File: src/rtl/crc_pkg.sv
// Shared types and helpers for the bit-serial CRC engine family.
package crc_pkg;

    typedef enum logic [1:0] {
        IDLE  = 2'd0,
        SHIFT = 2'd1,
        DONE  = 2'd2
    } state_t;

    localparam int MAX_W = 64;

    // Bit-counter width for a word of n bits (at least one bit).
    function automatic int cnt_width(input int n);
        return (n > 1) ? $clog2(n) : 1;
    endfunction

    // Reverse the low w bits of v; bits at and above w come back zero.
    function automatic logic [MAX_W-1:0] rev(input logic [MAX_W-1:0] v, input int w);
        logic [MAX_W-1:0] r;
        logic [5:0]       idx;
        r = {MAX_W{1'b0}};
        for (int i = 0; i < MAX_W; i++) begin
            if (i < w) begin
                idx        = 6'(w - 1 - i);
                r[6'(i)]   = v[idx];
            end else begin
                r[6'(i)]   = 1'b0;
            end
        end
        return r;
    endfunction

endpackage

File: src/rtl/crc_stream_if.sv
// Word-in / CRC-out handshake bundle for crc_stream.
interface crc_stream_if #(
    parameter int DATA_W = 8,
    parameter int CRC_W  = 8,
    parameter int LEN_W  = 16
);
    logic [DATA_W-1:0] in_data;
    logic              in_last;
    logic              in_valid;
    logic              in_ready;
    logic [CRC_W-1:0]  out_crc;
    logic [LEN_W-1:0]  out_len;
    logic              out_valid;
    logic              out_ready;

    modport slave (
        input  in_data, in_last, in_valid, out_ready,
        output in_ready, out_crc, out_len, out_valid
    );

    modport master (
        output in_data, in_last, in_valid, out_ready,
        input  in_ready, out_crc, out_len, out_valid
    );
endinterface

File: src/rtl/crc_bit_step.sv
// One-bit LFSR update in normal (MSB-first) form; the x^CRC_W term is implicit.
module crc_bit_step #(
    parameter int               CRC_W = 8,
    parameter logic [CRC_W-1:0] POLY  = 8'h07
) (
    input  logic [CRC_W-1:0] crc,
    input  logic             data_bit,
    output logic [CRC_W-1:0] crc_next
);
    logic fb_s;

    assign fb_s     = crc[CRC_W-1] ^ data_bit;
    assign crc_next = {crc[CRC_W-2:0], 1'b0} ^ (fb_s ? POLY : {CRC_W{1'b0}});
endmodule

File: src/rtl/crc_stream.sv
// Bit-serial streaming CRC: accepts words over a handshake, shifts one bit per
// clock and presents the CRC plus a saturating word count when in_last completes.
module crc_stream
    import crc_pkg::*;
#(
    parameter int               CRC_W       = 8,
    parameter int               DATA_W      = 8,
    parameter logic [CRC_W-1:0] POLY        = 8'h07,
    parameter logic [CRC_W-1:0] INIT        = {CRC_W{1'b0}},
    parameter logic [CRC_W-1:0] XOR_OUT     = {CRC_W{1'b0}},
    parameter bit               REFLECT_IN  = 1'b0,
    parameter bit               REFLECT_OUT = 1'b0,
    parameter int               LEN_W       = 16
) (
    input  logic         clk,
    input  logic         rst,
    input  logic         clear,
    crc_stream_if.slave  bus
);
    localparam int CNT_W = cnt_width(DATA_W);

    state_t              state_r, state_s;
    logic [CRC_W-1:0]    crc_r, crc_s, crc_step_s, crc_rev_s;
    logic [DATA_W-1:0]   sh_r, sh_s, in_rev_s;
    logic                last_r, last_s;
    logic [LEN_W-1:0]    word_cnt_r, word_cnt_s;
    logic [CNT_W-1:0]    bit_cnt_r, bit_cnt_s;
    logic [CRC_W-1:0]    out_crc_r, out_crc_s;
    logic [LEN_W-1:0]    out_len_r, out_len_s;
    logic                out_valid_r, out_valid_s;
    logic                in_ready_r, in_ready_s;

    crc_bit_step #(.CRC_W(CRC_W), .POLY(POLY)) u_step (
        .crc      (crc_r),
        .data_bit (sh_r[DATA_W-1]),
        .crc_next (crc_step_s)
    );

    assign in_rev_s  = DATA_W'(rev(64'(bus.in_data), DATA_W));
    assign crc_rev_s = CRC_W'(rev(64'(crc_step_s), CRC_W));

    // Next-state and datapath decode; clear overrides every other event.
    always_comb begin
        state_s     = state_r;
        crc_s       = crc_r;
        sh_s        = sh_r;
        last_s      = last_r;
        word_cnt_s  = word_cnt_r;
        bit_cnt_s   = bit_cnt_r;
        out_crc_s   = out_crc_r;
        out_len_s   = out_len_r;
        out_valid_s = out_valid_r;
        if (clear) begin
            state_s     = IDLE;
            crc_s       = INIT;
            word_cnt_s  = {LEN_W{1'b0}};
            out_valid_s = 1'b0;
        end else begin
            case (state_r)
                IDLE: begin
                    if (bus.in_valid && in_ready_r) begin
                        sh_s       = REFLECT_IN ? in_rev_s : bus.in_data;
                        last_s     = bus.in_last;
                        word_cnt_s = (word_cnt_r == {LEN_W{1'b1}}) ? word_cnt_r
                                                                   : word_cnt_r + 1'b1;
                        bit_cnt_s  = CNT_W'(DATA_W - 1);
                        state_s    = SHIFT;
                    end else begin
                        state_s    = IDLE;
                    end
                end
                SHIFT: begin
                    crc_s     = crc_step_s;
                    sh_s      = sh_r << 1;
                    bit_cnt_s = bit_cnt_r - 1'b1;
                    if (bit_cnt_r == {CNT_W{1'b0}}) begin
                        if (last_r) begin
                            out_crc_s   = (REFLECT_OUT ? crc_rev_s : crc_step_s) ^ XOR_OUT;
                            out_len_s   = word_cnt_r;
                            out_valid_s = 1'b1;
                            crc_s       = INIT;
                            word_cnt_s  = {LEN_W{1'b0}};
                            state_s     = DONE;
                        end else begin
                            state_s     = IDLE;
                        end
                    end else begin
                        state_s = SHIFT;
                    end
                end
                DONE: begin
                    if (bus.out_ready) begin
                        out_valid_s = 1'b0;
                        state_s     = IDLE;
                    end else begin
                        state_s     = DONE;
                    end
                end
                default: begin
                    state_s = IDLE;
                end
            endcase
        end
        in_ready_s = (state_s == IDLE);
    end

    // State and output registers; in_ready stays low until the first edge after reset.
    always_ff @(posedge clk or posedge rst) begin
        if (rst) begin
            state_r     <= IDLE;
            crc_r       <= INIT;
            sh_r        <= {DATA_W{1'b0}};
            last_r      <= 1'b0;
            word_cnt_r  <= {LEN_W{1'b0}};
            bit_cnt_r   <= {CNT_W{1'b0}};
            out_crc_r   <= {CRC_W{1'b0}};
            out_len_r   <= {LEN_W{1'b0}};
            out_valid_r <= 1'b0;
            in_ready_r  <= 1'b0;
        end else begin
            state_r     <= state_s;
            crc_r       <= crc_s;
            sh_r        <= sh_s;
            last_r      <= last_s;
            word_cnt_r  <= word_cnt_s;
            bit_cnt_r   <= bit_cnt_s;
            out_crc_r   <= out_crc_s;
            out_len_r   <= out_len_s;
            out_valid_r <= out_valid_s;
            in_ready_r  <= in_ready_s;
        end
    end

    assign bus.in_ready  = in_ready_r;
    assign bus.out_crc   = out_crc_r;
    assign bus.out_len   = out_len_r;
    assign bus.out_valid = out_valid_r;
endmodule

File: src/flat_wrapper.sv
// flat-port wrapper written by rule: the top's interface ports become plain ports
module crc_stream_flat import crc_pkg::*;
#(
    parameter int               CRC_W       = 8,
    parameter int               DATA_W      = 8,
    parameter logic [CRC_W-1:0] POLY        = 8'h07,
    parameter logic [CRC_W-1:0] INIT        = {CRC_W{1'b0}},
    parameter logic [CRC_W-1:0] XOR_OUT     = {CRC_W{1'b0}},
    parameter bit               REFLECT_IN  = 1'b0,
    parameter bit               REFLECT_OUT = 1'b0,
    parameter int               LEN_W       = 16
)
  (clk, rst, clear, bus_in_data, bus_in_last, bus_in_valid, bus_out_ready, bus_in_ready, bus_out_crc, bus_out_len, bus_out_valid);
  crc_stream_if #(.DATA_W(DATA_W), .CRC_W(CRC_W), .LEN_W(LEN_W)) bus_i ();
  input  logic clk;
  input  logic rst;
  input  logic clear;
  input wire logic [$bits(bus_i.in_data)-1:0] bus_in_data;
  input wire logic [$bits(bus_i.in_last)-1:0] bus_in_last;
  input wire logic [$bits(bus_i.in_valid)-1:0] bus_in_valid;
  input wire logic [$bits(bus_i.out_ready)-1:0] bus_out_ready;
  output wire logic [$bits(bus_i.in_ready)-1:0] bus_in_ready;
  output wire logic [$bits(bus_i.out_crc)-1:0] bus_out_crc;
  output wire logic [$bits(bus_i.out_len)-1:0] bus_out_len;
  output wire logic [$bits(bus_i.out_valid)-1:0] bus_out_valid;
  assign bus_i.in_data = bus_in_data;
  assign bus_i.in_last = bus_in_last;
  assign bus_i.in_valid = bus_in_valid;
  assign bus_i.out_ready = bus_out_ready;
  assign bus_in_ready = bus_i.in_ready;
  assign bus_out_crc = bus_i.out_crc;
  assign bus_out_len = bus_i.out_len;
  assign bus_out_valid = bus_i.out_valid;
  crc_stream #(.CRC_W(CRC_W), .DATA_W(DATA_W), .POLY(POLY), .INIT(INIT), .XOR_OUT(XOR_OUT), .REFLECT_IN(REFLECT_IN), .REFLECT_OUT(REFLECT_OUT), .LEN_W(LEN_W)) u_core (.clk(clk), .rst(rst), .clear(clear), .bus(bus_i));
endmodule
File: config.mk
export PLATFORM = sky130hd
export DESIGN_NAME = crc_stream_flat
export DESIGN_NICKNAME = d
export VERILOG_FILES = /design/src/rtl/crc_pkg.sv /design/src/rtl/crc_stream_if.sv /design/src/rtl/crc_bit_step.sv /design/src/rtl/crc_stream.sv /design/src/flat_wrapper.sv
export SDC_FILE = /design/constraint.sdc
export NUM_CORES = 1
export LEC_CHECK = 0
export CORE_MARGIN = 2
export CORE_UTILIZATION = 40
export CTS_BUF_LIST = sky130_fd_sc_hd__clkbuf_2
export CTS_CLUSTER_SIZE = 14
export DETAILED_ROUTE_END_ITERATION = 7
export DONT_BUFFER_PORTS = 1
export PLACE_DENSITY_LB_ADDON = 0.15
export SYNTH_ARGS = -nofsm -noshare
export SYNTH_HDL_FRONTEND = slang
export SYNTH_SLANG_ARGS = --single-unit
File: constraint.sdc
create_clock -name clk -period 2.34 [get_ports clk]
set_input_delay 0.234 -clock clk [delete_from_list [all_inputs] [get_ports clk]]
set_output_delay 0.234 -clock clk [all_outputs]
set_load 0.01 [all_outputs]
Yosys cells after proc, flatten, opt, wreduce, memory -nomap -nowiden
Cells that the tools add are included.
Word-level totals
  logic and storage cells: 63
  register bits after elaboration: 64
  output and inout bits: 26
  input bits: 14
Cells by class
  bitwise gates (word level): 3
  multiplexer cells: 26
  eq/ne operators: 9
  reduce and logical (&&, ||, !) cells: 13
  $add $sub $neg: 2
Operators by type and width (count)
  $mux 16: 5
  $mux 8: 5
  $pmux 16 s2: 1
  $add 16x1->16 const B: 1
  $eq 16x16->1 const B: 1
  $pmux 8 s2: 1
  $ne 3x2->1 const B: 3
  $mux 2: 4
  $reduce_and 4->1: 2
  $xor 8x3->8: 1
  $mux 3: 2
  $ne 3x3->1 const B: 2
  $pmux 2 s3: 1
  $pmux 3 s2: 1
  $reduce_and 3->1: 2
  $reduce_bool 3->1: 2
  $mux 1: 5
  $reduce_and 5->1: 1
  $logic_not 2->1: 2
  $reduce_bool 2->1: 2
  $logic_not 3->1: 1
  $sub 3x1->3 const B: 1
  $eq 2x1->1 const B: 1
  $eq 2x2->1 const B: 1
  5 further kinds: 5

Longest topological paths before layout
  depth in word-level cells: 7
  gate-level depth with buffers: 7
  gate-level depth less buffers: 6

Cells and area by module
Synthesis repeated with hierarchy kept, for this count alone.
Second synthesis, totals
  cells, all modules: 274
  area, all modules: 3054.2 sq um
By module, submodules not included
  crc_stream: cells an instance 265, area each 2952.8 sq um, sequential area each 1601.5 sq um, times used 1
  crc_bit_step: cells an instance 9, area each 101.3 sq um, sequential area each 0.0 sq um, times used 1

Worst setup path after synthesis
Ideal clock, no wire load.
  kind: flip-flop to flip-flop
  start: register u_core.word_cnt_r[0]
  end: register u_core.word_cnt_r[15]
  data arrival time: 1.680 ns
  required time: 2.216 ns
  path slack: 0.536 ns
  clock period less this slack: 1.804 ns
  path buffers: 1
  library setup time: 0.124 ns
  cell stages (with the launch flop): 7
  path through: dfrtp_1 -> ha_1 -> and4_1 -> and2_1 -> buf_2 -> a31o_2 -> a211o_1
Between the ends
  word-level cells in the longest chain between the ends: 5
  elaborated cells between the ends (all ways): 8
  classes of those cells: add/sub (1); eq/ne (2); mux (4); reduce/logical (1)
RTL lines
  start: declaration: RTL line crc_stream.sv:26  | logic [LEN_W-1:0] word_cnt_r, word_cnt_s;
  start signal: assignment: RTL line crc_stream.sv:114  | word_cnt_r <= {LEN_W{1'b0}};
  start signal: assignment: RTL line crc_stream.sv:125  | word_cnt_r <= word_cnt_s;
  $add 16x1->16: RTL line crc_stream.sv:65  | : word_cnt_r + 1'b1;
  $mux 16: RTL line crc_stream.sv:64  | word_cnt_s = (word_cnt_r == {LEN_W{1'b1}}) ? word_cnt_r
  $mux 16: RTL line crc_stream.sv:61  | if (bus.in_valid && in_ready_r) begin
  $pmux 16 s2: RTL line crc_stream.sv:59  | case (state_r)
  $mux 16: RTL line crc_stream.sv:53  | if (clear) begin
Parallel ways exist; a longest one is shown, timed or not. The select of a mux whose other input is x is not followed.
A chain may end at the register's enable or synchronous reset.

Worst setup path in the final report
  start: register u_core.state_r[1]
  end: register u_core.out_crc_r[1] (netlist: u_core.bus.out_crc[1])
Between the ends
  word-level cells in the longest chain between the ends: 2
RTL lines
  start: declaration: RTL line crc_stream.sv:22  | state_t state_r, state_s;
  start signal: assignment: RTL line crc_stream.sv:121  | state_r <= state_s;
  $eq 2x1->1: RTL line crc_stream.sv:59
  $reduce_and 4->1 (no line)
  end signal: assignment: RTL line crc_stream.sv:116  | out_crc_r <= {CRC_W{1'b0}};
  end signal: assignment: RTL line crc_stream.sv:127  | out_crc_r <= out_crc_s;
  end: declaration: RTL line crc_stream.sv:28  | logic [CRC_W-1:0] out_crc_r, out_crc_s;
No other way between the ends.

==> summary.txt <==
STA
-----------------------------------------------------------------------------------------
Transition time at the pin with the least slew margin                              648 ps
Count of final hold-check violations                                                    0
Max-slew violation count                                                                0
Max Clk Rate                                                                    0.505 GHz
Layout Skew                                                                       20.6 ps
Post-layout min period                                                            1980 ps
Tightest hold margin                                                               118 ps
Max-slew headroom at the worst pin                                                  0.568
Number of setup violations in the final report                                          0
Final-layout setup total negative slack                                              0 ps
Part of the cycle the worst path needs                                              0.847
RSZ-0062 raised after global routing                                                   no

GRT
-----------------------------------------------------------------------------------------
Maximum number of pins on one net before global-route repair                           29
Via count of the first global-routing pass                                           2188
Total track usage                                                                   0.179
Gr ovfl total                                                                           0
First-pass GRT wire length                                                       11400 µm
Antenna violations before repair                                                        0

LAYOUT
-----------------------------------------------------------------------------------------
N_diodes                                                                                0
Layout cells sized above 1                                                          0.139
Area delta synth->final                                                             13.2%
Post-route cell area                                                             3380 µm²
Nets                                                                                  300
Total of fill cells in the finished design                                            727
Fin util                                                                            0.465
Most used cells in the layout excluding fill and tap cells                   sky130_fd_sc_hd__dfrtp_1, sky130_fd_sc_hd__nor2_1, sky130_fd_sc_hd__nand2_1
Most common cell after layout, fill and taps aside                           sky130_fd_sc_hd__dfrtp_1

ROUTING
-----------------------------------------------------------------------------------------
Total wire length                                                                 6420 µm
Post-route ant nets                                                                     0
Post-DR vias/cell                                                                    5.51
Drt pass-1 iters                                                                        4
Count of vias placed by the detailed router                                          2132
Remaining design rule violation count                                                   0
Number of DRC violations after detailed-routing iteration 0                           109
Post-DR wirelength/cell                                                           16.6 µm

WORST SETUP PATH
-----------------------------------------------------------------------------------------
Cell family with the largest share of critical-path delay                    simple AND/OR/NAND/NOR gates
Data required time of the worst path                                              2740 ps
Element type at the critical path end                                                flop
Worst stage delay on the critical path                                             530 ps
Setup slack of the worst register-to-register path                                 360 ps
Crit path max-delay cell type                                                sky130_fd_sc_hd__or3b_1
Signal arrival time at the worst endpoint                                         2380 ps
Largest fanout of any net on the critical path                                         16
Critical path class                                                          flop to flop
Nature of the critical path startpoint                                               flop
Sequence of cells on the critical path                                       or3b_1 > nor2_4 > buf_12 > mux2_1
Crit path buf inv count                                                                 1

PWR
-----------------------------------------------------------------------------------------
Power per cell area                                                            714 nW/µm²
Design Power                                                                      2.41 mW
Lkg Pwr                                                                           1.59 nW
Max rail drop VDD                                                                0.375 mV

FLOORPLANNING
-----------------------------------------------------------------------------------------
Starting density of the core                                                        0.411
Boundary pin count                                                                     40
Rows                                                                                   31
Total Die Area                                                                   8160 µm²
Die Span X                                                                        90.3 µm
Core footprint                                                                   7250 µm²
Die Ht                                                                            90.3 µm

SYNTHESIS
-----------------------------------------------------------------------------------------
Mapped cell area                                                                 2980 µm²
Synthesized instance count                                                            265
Synthesized area per cell                                                        11.3 µm²
Number of warnings reported in the yosys synthesis log                                  0
Net count of the mapped netlist                                                       282
Cell variety after synth                                                               48
Sequential fraction of the synthesis area                                           0.537
Top_reg_cell synth                                                           sky130_fd_sc_hd__dfrtp_1
Post-synth EDFFs                                                                        0
Proportion of register bits with asynchronous set or reset after synthesis           1.00
Flop and latch count out of synthesis                                                  64

CLOCK NETWORK
-----------------------------------------------------------------------------------------
CTS sink count                                                                         64
Master cell of the clock root buffer                                         sky130_fd_sc_hd__clkbuf_2
Number of buffers on the longest clock path                                             2
Post-CTS setup buffers                                                                  0
Clock tree from TritonCTS                                                             yes
Clock-pin transition on the worst setup and hold timing paths                      180 ps
Maximum level of the CTS H-tree                                                         3
Worst skew pair latency                                                            500 ps
Number of clock buffers inserted by TritonCTS                                           9
Number of hold buffers added after cts                                                 13
Number of cells upsized or downsized after cts                                          0

RUN STATUS
-----------------------------------------------------------------------------------------
Run status                                                                   finished clean

PLACED DESIGN
-----------------------------------------------------------------------------------------
Placed wire-length estimate                                                       4340 µm
Placer congestion estimate                                                          0.803
Cell area after placement                                                        3100 µm²
IO buf count                                                                            0

HOLD PATH
-----------------------------------------------------------------------------------------
Classification of the worst-slack hold path                                  input port to flop

JOB
-----------------------------------------------------------------------------------------
MaxCap Viol Count                                                                       0

==> metal layers <==
metal	vias up	GRT usage	routed length [µm]
li1	1022	-	-
met1	1050	0.249	3080
met2	51	0.263	2950
met3	9	0.0584	313
met4	0	0.0654	76
met5	-	0	0
==> final timing paths <==
| path | from | end | cells past startpoint |
|---|---|---|---|
| worst min-delay path | clear | u_core.crc_r[0]$_DFFE_PP0P_ | 2 |
| worst min register to register | u_core.bit_cnt_r[0]$_DFFE_PP0P_ | u_core.bit_cnt_r[0]$_DFFE_PP0P_ | 1 |
| max in group asynchronous | rst | u_core.bus.out_len[9]$_DFFE_PP0P_ | 3 |
| min in group asynchronous | rst | u_core.bus.out_crc[0]$_DFFE_PP0P_ | 2 |
| worst max register to register | u_core.state_r[1]$_DFF_PP0_ | u_core.bus.out_crc[1]$_DFFE_PP0P_ | 4 |
| worst max-delay path | u_core.state_r[1]$_DFF_PP0_ | u_core.bus.out_crc[1]$_DFFE_PP0P_ | 4 |
==> power breakdown <==
part | internal (mW) | switching, mW | total, mW | leakage (nW)
Clock | 0.352 | 0.405 | 0.758 | 0.0756
Combinational | 0.160 | 0.208 | 0.368 | 0.669
Sequential | 1.21 | 0.0774 | 1.29 | 0.849
Total | 1.72 | 0.691 | 2.41 | 1.59
==> worst reg2reg max path: cells and delay by family (launching register included) <==
| kind | cells | cell delay, ps |
|---|---|---|
| buffers and inverters | 1 | 210 |
| AND/OR/NAND/NOR | 2 | 900 |
| flip-flops | 1 | 460 |
| multiplexers | 1 | 340 |
==> synth_stat cells, drive strengths merged (2+ instances only) <==
cell / instances / area share
a21oi: 13 / 0.022
or2: 3 / 0.0063
and4: 4 / 0.012
nor3b: 3 / 0.0076
ha: 3 / 0.013
or3: 2 / 0.0059
a211oi: 3 / 0.0092
nand3: 7 / 0.013
a21o: 4 / 0.010
dfrtp: 64 / 0.54
a22o: 8 / 0.024
a211o: 7 / 0.021
a31oi: 3 / 0.0063
nand2: 17 / 0.021
nand4: 4 / 0.0084
inv: 6 / 0.0076
xnor2: 3 / 0.0088
nor4: 2 / 0.0042
o311ai: 3 / 0.0088
mux2: 23 / 0.087
a41oi: 2 / 0.0059
clkbuf: 5 / 0.0063
and2: 2 / 0.0042
a311oi: 2 / 0.0059
nor2: 20 / 0.028
buf: 9 / 0.017
o21ai: 13 / 0.023
nor2b: 3 / 0.0063
and3: 5 / 0.010
mux2i: 8 / 0.027
nor3: 5 / 0.0084
==> cell families after synthesis <==
| kind of cell | share of synthesized area |
|---|---|
| AO/OA/AOI/OAI | 0.146 |
| multiplexers | 0.114 |
| adder cells (fa/ha/maj) | 0.0126 |
| AND/OR/NAND/NOR | 0.151 |
| XOR/XNOR | 0.00881 |
| flip-flops | 0.537 |
| buffers and inverters | 0.0306 |
==> sequential cells by signal, summed over array words and instances, names as in the netlist <==
name                  count
u_core.bit_cnt_r          3
u_core.bus.in_ready       1
u_core.word_cnt_r        16
u_core.bus.out_valid      1
u_core.last_r             1
u_core.bus.out_len       16
u_core.bus.out_crc        8
u_core.crc_r              8
u_core.state_r            2
u_core.sh_r               8
==> area by class of cell <==
class	count	area, µm²	area share
clock buffers	10	50.0	0.0148
clock inverters	6	83.8	0.0248
inverters	6	22.5	0.00667
multi-input cells	181	1290	0.382
flip-flops and latches	64	1600	0.474
well taps	99	124	0.0367
repair buffers	21	205	0.0608
==> per-stage QoR <==
stage | cells | setup slack (ps)
after detailed placement | 357 | 330
after floorplan | 265 | 508
after CTS | 386 | 331
after global placement | 357 | 327
final | 387 | 359
after global routing | 387 | 259
No activity file was read; power rests on OpenSTA's default activity.
